[src/rtl/keypad_scanner_pkg.sv]
// Shared types for the keypad scanner slice.
//   state_e : scan FSM states (IDLE / DRIVE / PROC)
//   evt_t   : event record {code[5:0], press}
package keypad_scanner_pkg;

  localparam int unsigned KEY_W = 6;
  localparam int unsigned EVT_W = KEY_W + 1;

  typedef enum logic [1:0] {
    ST_IDLE  = 2'd0,
    ST_DRIVE = 2'd1,
    ST_PROC  = 2'd2
  } state_e;

  typedef struct packed {
    logic [KEY_W-1:0] code;
    logic             press;
  } evt_t;

endpackage

[src/rtl/keypad_scanner_evt_fifo.sv]
// evt_fifo: generic synchronous show-ahead FIFO.
//   clk, rst   : clock, synchronous active-high reset
//   push, din  : write request and data (ignored when full unless popping)
//   pop        : consume head (ignored when empty)
//   dout       : head entry, '0 when empty
//   full/empty : occupancy flags
module evt_fifo #(
  parameter int unsigned WIDTH = 7,
  parameter int unsigned AW    = 2
) (
  input  logic             clk,
  input  logic             rst,
  input  logic             push,
  input  logic [WIDTH-1:0] din,
  input  logic             pop,
  output logic [WIDTH-1:0] dout,
  output logic             full,
  output logic             empty
);

  localparam int unsigned DEPTH   = 1 << AW;
  localparam logic [AW:0] PTR_ONE = {{AW{1'b0}}, 1'b1};

  logic [WIDTH-1:0] mem_q [DEPTH];
  logic [WIDTH-1:0] mem_d [DEPTH];
  logic [AW:0]      wptr_q, wptr_d;
  logic [AW:0]      rptr_q, rptr_d;
  logic             do_push, do_pop;

  always_comb begin
    empty   = (wptr_q == rptr_q);
    full    = (wptr_q[AW] != rptr_q[AW]) && (wptr_q[AW-1:0] == rptr_q[AW-1:0]);
    do_pop  = pop && !empty;
    // A pop frees the head slot in the same cycle, so a full FIFO still accepts.
    do_push = push && (!full || do_pop);

    mem_d  = mem_q;
    wptr_d = wptr_q;
    rptr_d = rptr_q;
    if (do_push) begin
      mem_d[wptr_q[AW-1:0]] = din;
      wptr_d                = wptr_q + PTR_ONE;
    end
    if (do_pop) begin
      rptr_d = rptr_q + PTR_ONE;
    end

    dout = empty ? '0 : mem_q[rptr_q[AW-1:0]];
  end

  always_ff @(posedge clk) begin
    if (rst) begin
      wptr_q <= '0;
      rptr_q <= '0;
      for (int unsigned i = 0; i < DEPTH; i++) begin
        mem_q[i] <= '0;
      end
    end else begin
      wptr_q <= wptr_d;
      rptr_q <= rptr_d;
      mem_q  <= mem_d;
    end
  end

endmodule

[src/rtl/keypad_scanner.sv]
// keypad_scanner: 8x8 matrix reader with per-key debounce and event FIFO.
//   CLK, RST          : clock, synchronous active-high reset
//   EN                : scan enable; low halts scan and blanks ROW
//   ROW[7:0]          : one-hot row strobe
//   COLUMN[7:0]       : asynchronous column returns, 1 = pressed
//   KEYS[63:0]        : debounced key map, bit = row*8+col
//   FRAME             : one-cycle pulse after row 7 is processed
//   EVT_VALID/READY   : event handshake
//   EVT_CODE/PRESS    : head event (key index, 1 = press)
//   OVERFLOW          : sticky, event dropped on a full FIFO
module keypad_scanner
  import keypad_scanner_pkg::*;
#(
  parameter int unsigned SETTLE   = 16,
  parameter int unsigned DEBOUNCE = 3,
  parameter int unsigned FIFO_AW  = 2
) (
  input  logic        CLK,
  input  logic        RST,
  input  logic        EN,
  output logic [7:0]  ROW,
  input  logic [7:0]  COLUMN,
  output logic [63:0] KEYS,
  output logic        FRAME,
  output logic        EVT_VALID,
  input  logic        EVT_READY,
  output logic [5:0]  EVT_CODE,
  output logic        EVT_PRESS,
  output logic        OVERFLOW
);

  localparam logic [7:0] SETTLE_LAST = 8'(SETTLE - 1);
  localparam logic [2:0] DB_LAST     = 3'(DEBOUNCE - 1);

  logic [7:0]  col_s1_q, col_s2_q;
  state_e      state_q, state_d;
  logic [2:0]  row_q, row_d;
  logic [2:0]  col_q, col_d;
  logic [7:0]  settle_q, settle_d;
  logic [7:0]  samp_q, samp_d;
  logic [63:0] keys_q, keys_d;
  logic [2:0]  cnt_q [64];
  logic [2:0]  cnt_d [64];
  logic        frame_q, frame_d;
  logic        ovf_q, ovf_d;

  logic [KEY_W-1:0] key_idx;
  logic             push;
  evt_t             push_evt;
  evt_t             head_evt;
  logic             fifo_full, fifo_empty;

  // State register
  always_ff @(posedge CLK) begin
    if (RST) begin
      col_s1_q <= '0;
      col_s2_q <= '0;
      state_q  <= ST_IDLE;
      row_q    <= '0;
      col_q    <= '0;
      settle_q <= '0;
      samp_q   <= '0;
      keys_q   <= '0;
      frame_q  <= 1'b0;
      ovf_q    <= 1'b0;
      for (int unsigned i = 0; i < 64; i++) begin
        cnt_q[i] <= '0;
      end
    end else begin
      col_s1_q <= COLUMN;
      col_s2_q <= col_s1_q;
      state_q  <= state_d;
      row_q    <= row_d;
      col_q    <= col_d;
      settle_q <= settle_d;
      samp_q   <= samp_d;
      keys_q   <= keys_d;
      frame_q  <= frame_d;
      ovf_q    <= ovf_d;
      cnt_q    <= cnt_d;
    end
  end

  // Next-state logic
  always_comb begin
    state_d  = state_q;
    row_d    = row_q;
    col_d    = col_q;
    settle_d = settle_q;
    samp_d   = samp_q;
    if (!EN) begin
      state_d  = ST_IDLE;
      row_d    = '0;
      col_d    = '0;
      settle_d = '0;
      samp_d   = '0;
    end else begin
      unique case (state_q)
        ST_IDLE: begin
          state_d  = ST_DRIVE;
          row_d    = '0;
          settle_d = '0;
        end
        ST_DRIVE: begin
          if (settle_q == SETTLE_LAST) begin
            samp_d   = col_s2_q;
            state_d  = ST_PROC;
            col_d    = '0;
            settle_d = '0;
          end else begin
            settle_d = settle_q + 8'd1;
          end
        end
        ST_PROC: begin
          col_d = col_q + 3'd1;
          if (col_q == 3'd7) begin
            state_d = ST_DRIVE;
            row_d   = row_q + 3'd1;   // 7 wraps to 0
          end
        end
        default: state_d = ST_IDLE;
      endcase
    end
  end

  // FSM outputs
  always_comb begin
    ROW     = (state_q == ST_IDLE) ? 8'h00 : (8'b1 << row_q);
    frame_d = EN && (state_q == ST_PROC) && (col_q == 3'd7) && (row_q == 3'd7);
  end

  // Debounce: one key per PROC cycle, so at most one push per cycle
  always_comb begin
    key_idx  = {row_q, col_q};
    keys_d   = keys_q;
    cnt_d    = cnt_q;
    push     = 1'b0;
    push_evt = '0;
    if (EN && (state_q == ST_PROC)) begin
      if (samp_q[col_q] == keys_q[key_idx]) begin
        cnt_d[key_idx] = '0;
      end else if (cnt_q[key_idx] == DB_LAST) begin
        keys_d[key_idx] = ~keys_q[key_idx];
        cnt_d[key_idx]  = '0;
        push            = 1'b1;
        push_evt.code   = key_idx;
        push_evt.press  = ~keys_q[key_idx];
      end else begin
        cnt_d[key_idx] = cnt_q[key_idx] + 3'd1;
      end
    end
    ovf_d = ovf_q | (push & fifo_full & ~(EVT_READY & ~fifo_empty));
  end

  evt_fifo #(
    .WIDTH (EVT_W),
    .AW    (FIFO_AW)
  ) u_fifo (
    .clk   (CLK),
    .rst   (RST),
    .push  (push),
    .din   (push_evt),
    .pop   (EVT_READY),
    .dout  (head_evt),
    .full  (fifo_full),
    .empty (fifo_empty)
  );

  assign KEYS      = keys_q;
  assign FRAME     = frame_q;
  assign OVERFLOW  = ovf_q;
  assign EVT_VALID = ~fifo_empty;
  assign EVT_CODE  = head_evt.code;
  assign EVT_PRESS = head_evt.press;

endmodule

[config.mk]
export PLATFORM = sky130hd
export DESIGN_NAME = keypad_scanner
export DESIGN_NICKNAME = d
export VERILOG_FILES = /design/src/rtl/keypad_scanner_pkg.sv /design/src/rtl/keypad_scanner_evt_fifo.sv /design/src/rtl/keypad_scanner.sv
export SDC_FILE = /design/constraint.sdc
export NUM_CORES = 1
export LEC_CHECK = 0
export CORE_MARGIN = 4
export CORE_UTILIZATION = 40
export DETAILED_ROUTE_END_ITERATION = 16
export PLACE_DENSITY = 0.59
export SLEW_MARGIN = 20
export SYNTH_ARGS = -nofsm -noshare
export SYNTH_HDL_FRONTEND = slang
export SYNTH_SLANG_ARGS = --single-unit
[constraint.sdc]
create_clock -name CLK -period 10.1 [get_ports CLK]
set_clock_uncertainty 0.2 [all_clocks]
set_input_delay 1.515 -clock CLK [delete_from_list [all_inputs] [get_ports CLK]]
set_output_delay 1.515 -clock CLK [all_outputs]
set_load 0.02 [all_outputs]
# Word level (Yosys, flattened, before mapping)
# Cells that the tools add are included.
[word_totals]
input_bits = 12
ff_bits = 332
wordCells = 181
[classes]
shift = 1
reduce_logical = 22
n_lt_le_gt_ge = 8
n_mux = 38
eq_ne = 12
add_sub_neg = 6
bitwise_logic = 14
[ops]
columns = ["op", "n"]
rows = [
  ["$mux W192", 2],
  ["$and A192 B192 Y192", 1],
  ["$bwmux W192", 1],
  ["$not A192 Y192", 1],
  ["$bwmux W64", 1],
  ["$mux W7", 7],
  ["$bwmux W28", 1],
  ["$bmux W3 S6", 1],
  ["$demux W3 S6", 1],
  ["$mux W8", 2],
  ["$pmux W8 S2", 1],
  ["$add A3 B1 Y3 const B", 5],
  ["$mux W3", 5],
  ["$bmux W7 S2", 1],
  ["$demux W7 S2", 1],
  ["$pmux W3 S2", 2],
  ["$logic_and A1 B1 Y1", 9],
  ["$add A8 B1 Y8 const B", 1],
  ["$eq A8 B4 Y1 const B", 1],
  ["$reduce_and A2 Y1", 4],
  ["$shl A1 B3 Y8 const A", 1],
  ["$ge A7 B7 Y1 const B", 1],
  ["$lt A6 B7 Y1 const B", 1],
  ["$lt A7 B1 Y1 const B", 1],
  ["other kinds (30)", 49],
]

# Depth between registers and ports, before layout
[depth]
word_depth = 11
depth_mapped = 22

# Hierarchy
# Synthesis repeated with hierarchy kept, for this count alone.
[hier_totals]
cells_unflattened = 1726
hier_area_um2 = 16270.6
[modules_own_cells]
columns = ["module", "instances", "cells_each", "area_each_um2"]
rows = [
  ["keypad_scanner", 1, 1573, 14520.2],
  ["evt_fifo", 1, 153, 1750.4],
]

# Worst setup path after synthesis
# Ideal clock, no wire load.
[synth_timing]
kind = "register to register"
startpoint = "reg col_q[1]"
endpoint = "reg cnt_q[190] in the netlist's numbering"
slack_ns = 5.575
t_required_ns = 9.823
arrival_time_ns = 4.248
path_stages_with_launch = 19
path_buffers = 8
synth_period_minus_slack_ns = 4.525
setup_ns = 0.077
path_cell_list = "dfxtp_1 buf_4 buf_4 buf_4 buf_4 buf_2 buf_1 mux2_2 a221oi_1 a21oi_1 a221oi_1 nor2_1 a2111oi_0 o21ai_0 ha_1 or4b_1 clkbuf_1 buf_2 o21ai_0"
[synth_between]
elab_chain_cells = 9
[synth_rtl]
columns = ["element", "line_no", "text"]
rows = [
  ["from (decl)", "keypad_scanner.sv:38", "logic [2:0] col_q, col_d;"],
  ["from (signal assigned)", "keypad_scanner.sv:74", "col_q <= col_d;"],
  ["parallel branches: the longest is 8 deep, another holds $add A3 B1 Y3", "n/a", ""],
  ["$mux W192 *", "keypad_scanner.sv:140", "if (samp_q[col_q] == keys_q[key_idx]) begin"],
  ["to (signal assigned)", "keypad_scanner.sv:80", "cnt_q <= cnt_d;"],
  ["to (decl)", "keypad_scanner.sv:42", "logic [2:0] cnt_q [64];"],
]
# Mark *: on every way between the ends. The select of a mux whose other input is x is not followed.
# A chain may end at the register's enable or synchronous reset.

# Final worst setup path
[layout_timing]
startpoint = "reg col_q[2]"
endpoint = "reg u_fifo.mem_q[7] in the netlist's numbering"
[layout_between]
elab_chain_cells = 9
[layout_rtl]
columns = ["element", "line_no", "text"]
rows = [
  ["$not A6 Y7 (implied by the code)", "keypad_scanner.sv:142", "end else if (cnt_q[key_idx] == DB_LAST) begin"],
  ["$bmux W3 S6", "keypad_scanner.sv:142", ""],
  ["$mux W3 (implied by the code) (2 in a row)", "keypad_scanner.sv:142", ""],
  ["$eq A3 B2 Y1", "keypad_scanner.sv:142", ""],
  ["$mux W7 or $mux W1 (tied branches)", "keypad_scanner.sv:142", ""],
  ["$mux W7 or $mux W1 (tied branches)", "keypad_scanner.sv:140", ""],
  ["$mux W7 or $mux W1 (tied branches)", "keypad_scanner.sv:139", "if (EN && (state_q == ST_PROC)) begin"],
  ["$bwmux W28 or $logic_and A1 B1 Y1 (tied branches)", "keypad_scanner_evt_fifo.sv:41, keypad_scanner_evt_fifo.sv:35", ""],
  ["to (signal assigned)", "keypad_scanner_evt_fifo.sv:61", "mem_q <= mem_d;"],
  ["to (decl)", "keypad_scanner_evt_fifo.sv:24", "logic [WIDTH-1:0] mem_q [DEPTH];"],
]
# Parallel ways exist; a longest one is shown, timed or not. The select of a mux whose other input is x is not followed.

==> flow_summary.yaml <==
outcome:
  status: "finished clean"
logic_synthesis:
  ys_dominant_reg_cell: "dfxtp_1"
  synth-seq-cells: 332
  yosysWarnings: 0
  synth_edf_count: 0
  synthSimpleGateAreaFrac_pct: 25.1
  syn_inst: 1661
  synth_top_family_by_area: "simple AND/OR/NAND/NOR gates"
  synth-adder-area-share_pct: 1.30
  ys_seq_area_share_pct: 43.0
  synth_cell_types: 62
  synth_mux_area_share_pct: 14.0
  syn_area_um2: 15400
  synth_xor_xnor_area_share_pct: 0.284
  synth_nets: 1689
  synth.avg_cell_area_um2: 9.30
  synth_compound_area_share_pct: 12.1
  ys_async_sr_fraction_pct: 0
setup_path:
  worstReg2RegStart: "col_q[2]"
  end_kind: "register"
  cp_max_fo: 72
  cp.required_ps: 10340
  path_delay_family: "simple AND/OR/NAND/NOR gates"
  timing.rr.end: "u_fifo.mem_q[7]"
  critPathMaxStageDelay_ps: 770
  r2r_slack_ps: 4370
  cp.arrival_ps: 5970
  cpMaxStageDelayCell: "dfxtp_2"
  crit_path_start_kind: "register"
  ff2ff_path_depth: 14
  critical_path_class: "register to register"
  cpMostUsedCell: "buf_4"
  path_buf_inv: 3
  path_cells: "buf_4 > nand2b_1 > nor2_2 > buf_4 > a22oi_1 > a21oi_1 > a21oi_1 > o21ai_0 > ha_1 > nand2_1 > nor3b_4 > buf_4 > and4_1 > mux2i_1"
min_path:
  hold_class: "register to register"
  min_from: "col_s2_q[4]"
  min_path_cells: 2
  whs_endpoint: "samp_q[4]"
place:
  io_buffers: 93
  pre_cts_slack_ps: 4390
  finalWeightedCongestion: 0.854
  hpwl_um: 28800
timing:
  final_max_slew_viol_count: 0
  rsz0062_at_grt: "no"
  max_freq_ghz: 0.174
  setup_tns_ps: 0
  slew_headroom_pct: 26.3
  min_period_ps: 5730
  worst_pin_slew_ps: 1100
  period_share_pct: 56.8
  hold_viol: 0
  finalSetupViolations: 0
  holdWs_ps: 241
  layout_setup_ws_ps: 4370
power:
  powerDensity_nw_per_um2: 153
  p_leak_nw: 6.28
  ir_drop_mv: 0.122
routing:
  drtPass1Iterations: 6
  wl_per_cell_um: 20.4
  routed_wl_um: 45400
  vias: 12599
  vias_per_cell: 5.68
  drc: 0
  dr.first_iter.drc_count: 831
  drtAntennaViolNets: 0
floorplanning:
  rows: 71
  die_area_um2: 41800
  initial_core_util_pct: 40.8
  core_um2: 37800
  die_y_um: 204
  die_w_um: 204
  boundaryPins: 94
global_route:
  grt_use_total_pct: 21.2
  antenna_found_initial: 0
  grt_start_max_net_pins: 123
  overflow: 0
  grt_pass1_vias: 12409
  grt_pass1_wl_um: 71600
finish:
  areaGrowthSynthToFinish_pct: 15.9
  final_nets: 1714
  diodes: 0
  final_cell_mix: "329 x dfxtp_1, 199 x nand3b_1, 198 x o21ai_0"
  layout_commonest_cell: "dfxtp_1"
  drive_above_1_share_pct: 9.19
clock_tree:
  cts_tree: "yes"
  cts_root_buffer: "clkbuf_16"
  clkTransAtPathRegs_ps: 60
  cts_buffer_depth: 3
  cts-resized-gates: 0
  cts_buffers: 36
  clkSinkCount: 332
  cts_setup_buffers: 0
  clock_latency_ps: 530
  cts-hold-fix-buffers: 0
  htree_levels: 2
flow_run:
  drv_cap: 0
## cell type report
class	count	area, µm²
clock buffer	46	990
clock inverter	15	225
fill	3656	20000
inverter	13	48.8
multi-input combinational	1181	8190
sequential	332	6660
tap	511	639
timing repair buffer	122	1150
## flip-flops by register name (all words and copies together) (netlist names)
register and count:
u_fifo.mem_q 28, FRAME 1, cnt_q 192, u_fifo.wptr_q 3, col_s1_q 8, state_q 2
col_q 3, samp_q 8, settle_q 8, OVERFLOW 1, u_fifo.rptr_q 3, col_s2_q 8
KEYS 64, row_q 3
## report_power, final
part,leakage [nW],switching [mW],internal (mW)
Sequential,2.68,0.00148,1.31
Clock,0.605,0.536,0.844
Combinational,3.00,0.0250,0.0254
## cell families after synthesis
group                      count (synthesis)
and+or+nand+nor                          656
DFF                                      332
AOI/OAI and AO/OA                        329
muxes                                    175
buffers and inverters                    148
adders and majority gates                 16
xor gates and xnor gates                   5
## cell usage after synthesis, types with 22 or more instances
| cell type | n | share of area [%] |
|---|---|---|
| nand3b_1 | 199 | 9.7 |
| a21oi_1 | 46 | 1.5 |
| buf_2 | 22 | 0.71 |
| mux2i_1 | 132 | 8.6 |
| nand3_1 | 70 | 2.3 |
| nor2_1 | 71 | 1.7 |
| o21ai_0 | 198 | 6.4 |
| mux4_2 | 32 | 4.7 |
| dfxtp_1 | 332 | 43 |
| nor2b_1 | 33 | 1.3 |
| nand2_1 | 116 | 2.8 |
| clkbuf_1 | 93 | 2.3 |
| nand2b_1 | 105 | 4.3 |
## layer usage
metal / share of wire (%) / wire length [µm] / GRT usage (%) / up-vias
met5: 0 / 0 / 0 / -
met4: 2.2 / 989 / 5.43 / 0
met3: 5.9 / 2700 / 4.14 / 76
met2: 46 / 20700 / 33.6 / 345
met1: 46 / 21000 / 30.0 / 6193
li1: - / - / - / 5985
## worst max path at each step
stage | depth (start not counted) | to | startpoint | slack (ps)
2_1_floorplan | 18 | cnt_q[190] | col_q[1] | 5570
3_3_place_gp | 13 | cnt_q[15] | col_q[1] | 4380
3_5_place_dp | 13 | cnt_q[45] | col_q[1] | 4390
4_1_cts | 13 | cnt_q[12] | col_q[1] | 4350
5_1_grt | 13 | cnt_q[156] | col_q[1] | 4000
6_report | 14 | u_fifo.mem_q[7] | col_q[2] | 4370
## stage by stage
step | area [µm²] | power, mW | std cells | util [%]
3_5_place_dp | 16700 | 1.39 | 2159 | 44.1
2_1_floorplan | 15400 | 1.38 | 1661 | -
6_report | 17900 | 2.74 | 2220 | 47.3
3_3_place_gp | 16700 | 1.39 | 2159 | 44.1
4_1_cts | 17900 | 2.77 | 2220 | 47.3
5_1_grt | 17900 | 2.83 | 2220 | 47.3
## worst min-delay path, cell delays in order, from the launching register on
cell and delay (ps):
dfxtp_1 300, nand2_1 50, a21oi_1 50
No activity file was read; power rests on OpenSTA's default activity.
==> patch: new RTL, config.mk and constraints unchanged <==
Put one more register stage on the output `OVERFLOW`, without a reset. The value now appears one clock later. The other outputs are not delayed to match.
--- a/src/rtl/keypad_scanner.sv
+++ b/src/rtl/keypad_scanner.sv
@@ -168,7 +168,9 @@
 
   assign KEYS      = keys_q;
   assign FRAME     = frame_q;
-  assign OVERFLOW  = ovf_q;
+  always_ff @(posedge CLK) begin
+    OVERFLOW <= ovf_q;
+  end
   assign EVT_VALID = ~fifo_empty;
   assign EVT_CODE  = head_evt.code;
   assign EVT_PRESS = head_evt.press;
Function: not settled (the Yosys comparison gave no result); the edit may change what the design does.
==> patch against the original RTL <==
Wire length grew 0.70%. Worst setup slack lost 0.53 ns. Sequential cell count grew 1. Maximum frequency shrank 8.5%. Synthesized area grew 0.13%. Final area grew 0.21%. Total power is essentially flat. Utilization is essentially flat. Final cell count grew 0.27%.
==> patch: results (changes against the original RTL) <==
Placement:
- The placer's final routability congestion estimate was 0.815 (-4.5%).
- The number of I/O port buffers was 93 (unchanged).
- The estimated wirelength of the detail-placed design came to 28600 um (-0.58%).

Setup path:
- The arrival time at the worst endpoint was 6.52 ns (+0.55 ns).
- The internal reg-to-reg setup slack is 3.84 ns (-0.53 ns).
- The worst register-to-register path begins at col_q[1].
- The capturing point of the worst reg2reg path is u_fifo.mem_q[13].
- The most critical setup path has its startpoint at col_q[1].
- The length in cells of the worst reg-to-reg path is 16 (+2).
- The highest fanout seen on the critical path was 72 (unchanged).

GRT:
- The global router's overall resource usage is 21.4% (+0.19 points).
- The met1 routing resource usage after global routing is 30.0% (-0.032 points).
- The via count of the first global-routing pass is 12500 (+0.52%).
- The global-route wire length before repair is 71900 um (+0.34%).
- The met2 track demand over resource came to 34.5% (+0.96 points).
- The met3 usage is 3.47% (-0.67 points).
- The maximum number of pins on one net before global-route repair came to 127 (+3.3%).

Power:
- The maximum VDD drop is 0.000132 V (+8.4%).
- The combinational-cell power consumption was 0.0000509 W (+1%).
- The leakage power summed over all cells is 6.29 nW (+0.16%).
- The sequential group power is 0.00132 W.
- The switching power summed over all nets is 0.000594 W (+5.7%).

Drt:
- The violation count after the first detailed-route iteration was 1011 (+22%).
- The routed metal-1 wire length is 20800 um (-1.2%).
- The sum of routed wire length over all layers was 45700 um (+0.70%).
- The met2 routed wirelength is 20800 um (+0.56%).
- The detail-routed via count per cell is 5.67 (-0.14%).
- The length of routed met3 wiring is 3120 um (+16%).
- The number of detailed-routing iterations run before antenna repair is 5 (-1).

Layout:
- The final-stage net count is 1714 (unchanged).
- The fraction of layout instances using a drive strength above 1 is 9.45% (+0.26 points).
- The post-layout instance count excluding filler cells came to 2226 (+0.27%).

Clock tree:
- The number of gates resized after CTS was 0 (unchanged).
- The post-CTS setup buffer count came to 0 (unchanged).
- The maximum clock insertion buffer count is 3 (unchanged).
- The clock insertion delay at the later pin of the skew report is 0.55 ns (+0.02 ns).
- The number of buffers created by CTS was 37 (+2.8%).

Yosys:
- The share of flip-flops with an asynchronous set or reset came to 0% (unchanged).
- The number of distinct library cell variants in the gate-level netlist after synthesis is 62 (unchanged).
- The per-instance average area after synthesis is 9.30 sq um (about the same).
- The number of synthesis warnings is 0 (unchanged).
- The commonest cells after synthesis are 333 x dfxtp_1, 199 x nand3b_1, 198 x o21ai_0.
- The register area share after synthesis is 43.1% (+0.074 points).
- By area the synthesized netlist is led by dfxtp_1 43%, nand3b_1 9.7%, mux2i_1 8.5%, o21ai_0 6.4%, mux4_2 4.7%.

Hold path:
- In this run the most critical hold path is launched from ovf_q.
- The worst hold path stage count is 0 (-2).
- The endpoint with the worst hold slack is OVERFLOW.

STA:
- The actual transition at the worst max-transition pin came to 1.11 ns (+0.00862 ns).

Status:
- The flow ran to the end, and the final reports show no timing, DRC or antenna violations.
-- patch: cell types whose count changed in the layout (fill, tap and decap cells not counted), sizes merged --
cell      before  now
buf           30   28
dfxtp        332  333
inv           10   12
clkbuf        46   52
clkinvlp       0    2
bufinv         6    2
clkinv        12   13
-- patch: worst max-delay path, stage by stage, from the launching register on --
cell      delay (ns)
dfxtp_4         0.69
buf_4           0.72
clkinv_1        0.56
nor3_2          0.69
buf_4           0.34
a221oi_1        0.11
a31oi_1         0.25
a21oi_1         0.07
nor2_1          0.11
a21oi_1         0.06
o21ai_0         0.31
ha_1            0.23
nand2_1         0.12
nor3b_4         0.21
buf_4           0.67
and4_1          0.56
mux2i_1         0.24
-- patch: area by class of cell --
cell class	instances	area (sq um)
Fill cell	3659	20000
Multi-Input combinational cell	1181	8180
Clock buffer	52	1080
Tap cell	511	639
Inverter	13	48.8
Timing Repair Buffer	120	1130
Sequential cell	333	6680
Clock inverter	16	168
-- patch: cells by family after synthesis --
family                   synth area share, %
flip-flops                              43.1
buffers and inverters                   4.18
adder cells (fa/ha/maj)                 1.29
AO/OA/AOI/OAI                           12.0
AND/OR/NAND/NOR                         25.1
multiplexers                            14.0
XOR/XNOR                               0.283
-- patch: how the worst max path moves through the flow --
stage	slack (ns)	end
floorplan	5.57	cnt_q[190]
global placement	4.07	u_fifo.mem_q[9]
detailed placement	3.83	u_fifo.mem_q[7]
CTS	3.79	u_fifo.mem_q[13]
global route	3.41	u_fifo.mem_q[13]
finish	3.84	u_fifo.mem_q[13]
-- patch: per-stage QoR --
step           area, sq um  hold slack [ns]
6_report             17900            0.155
4_1_cts              17900            0.161
3_3_place_gp         16700            0.149
2_1_floorplan        15500            0.131
3_5_place_dp         16700            0.146
5_1_grt              17900            0.180
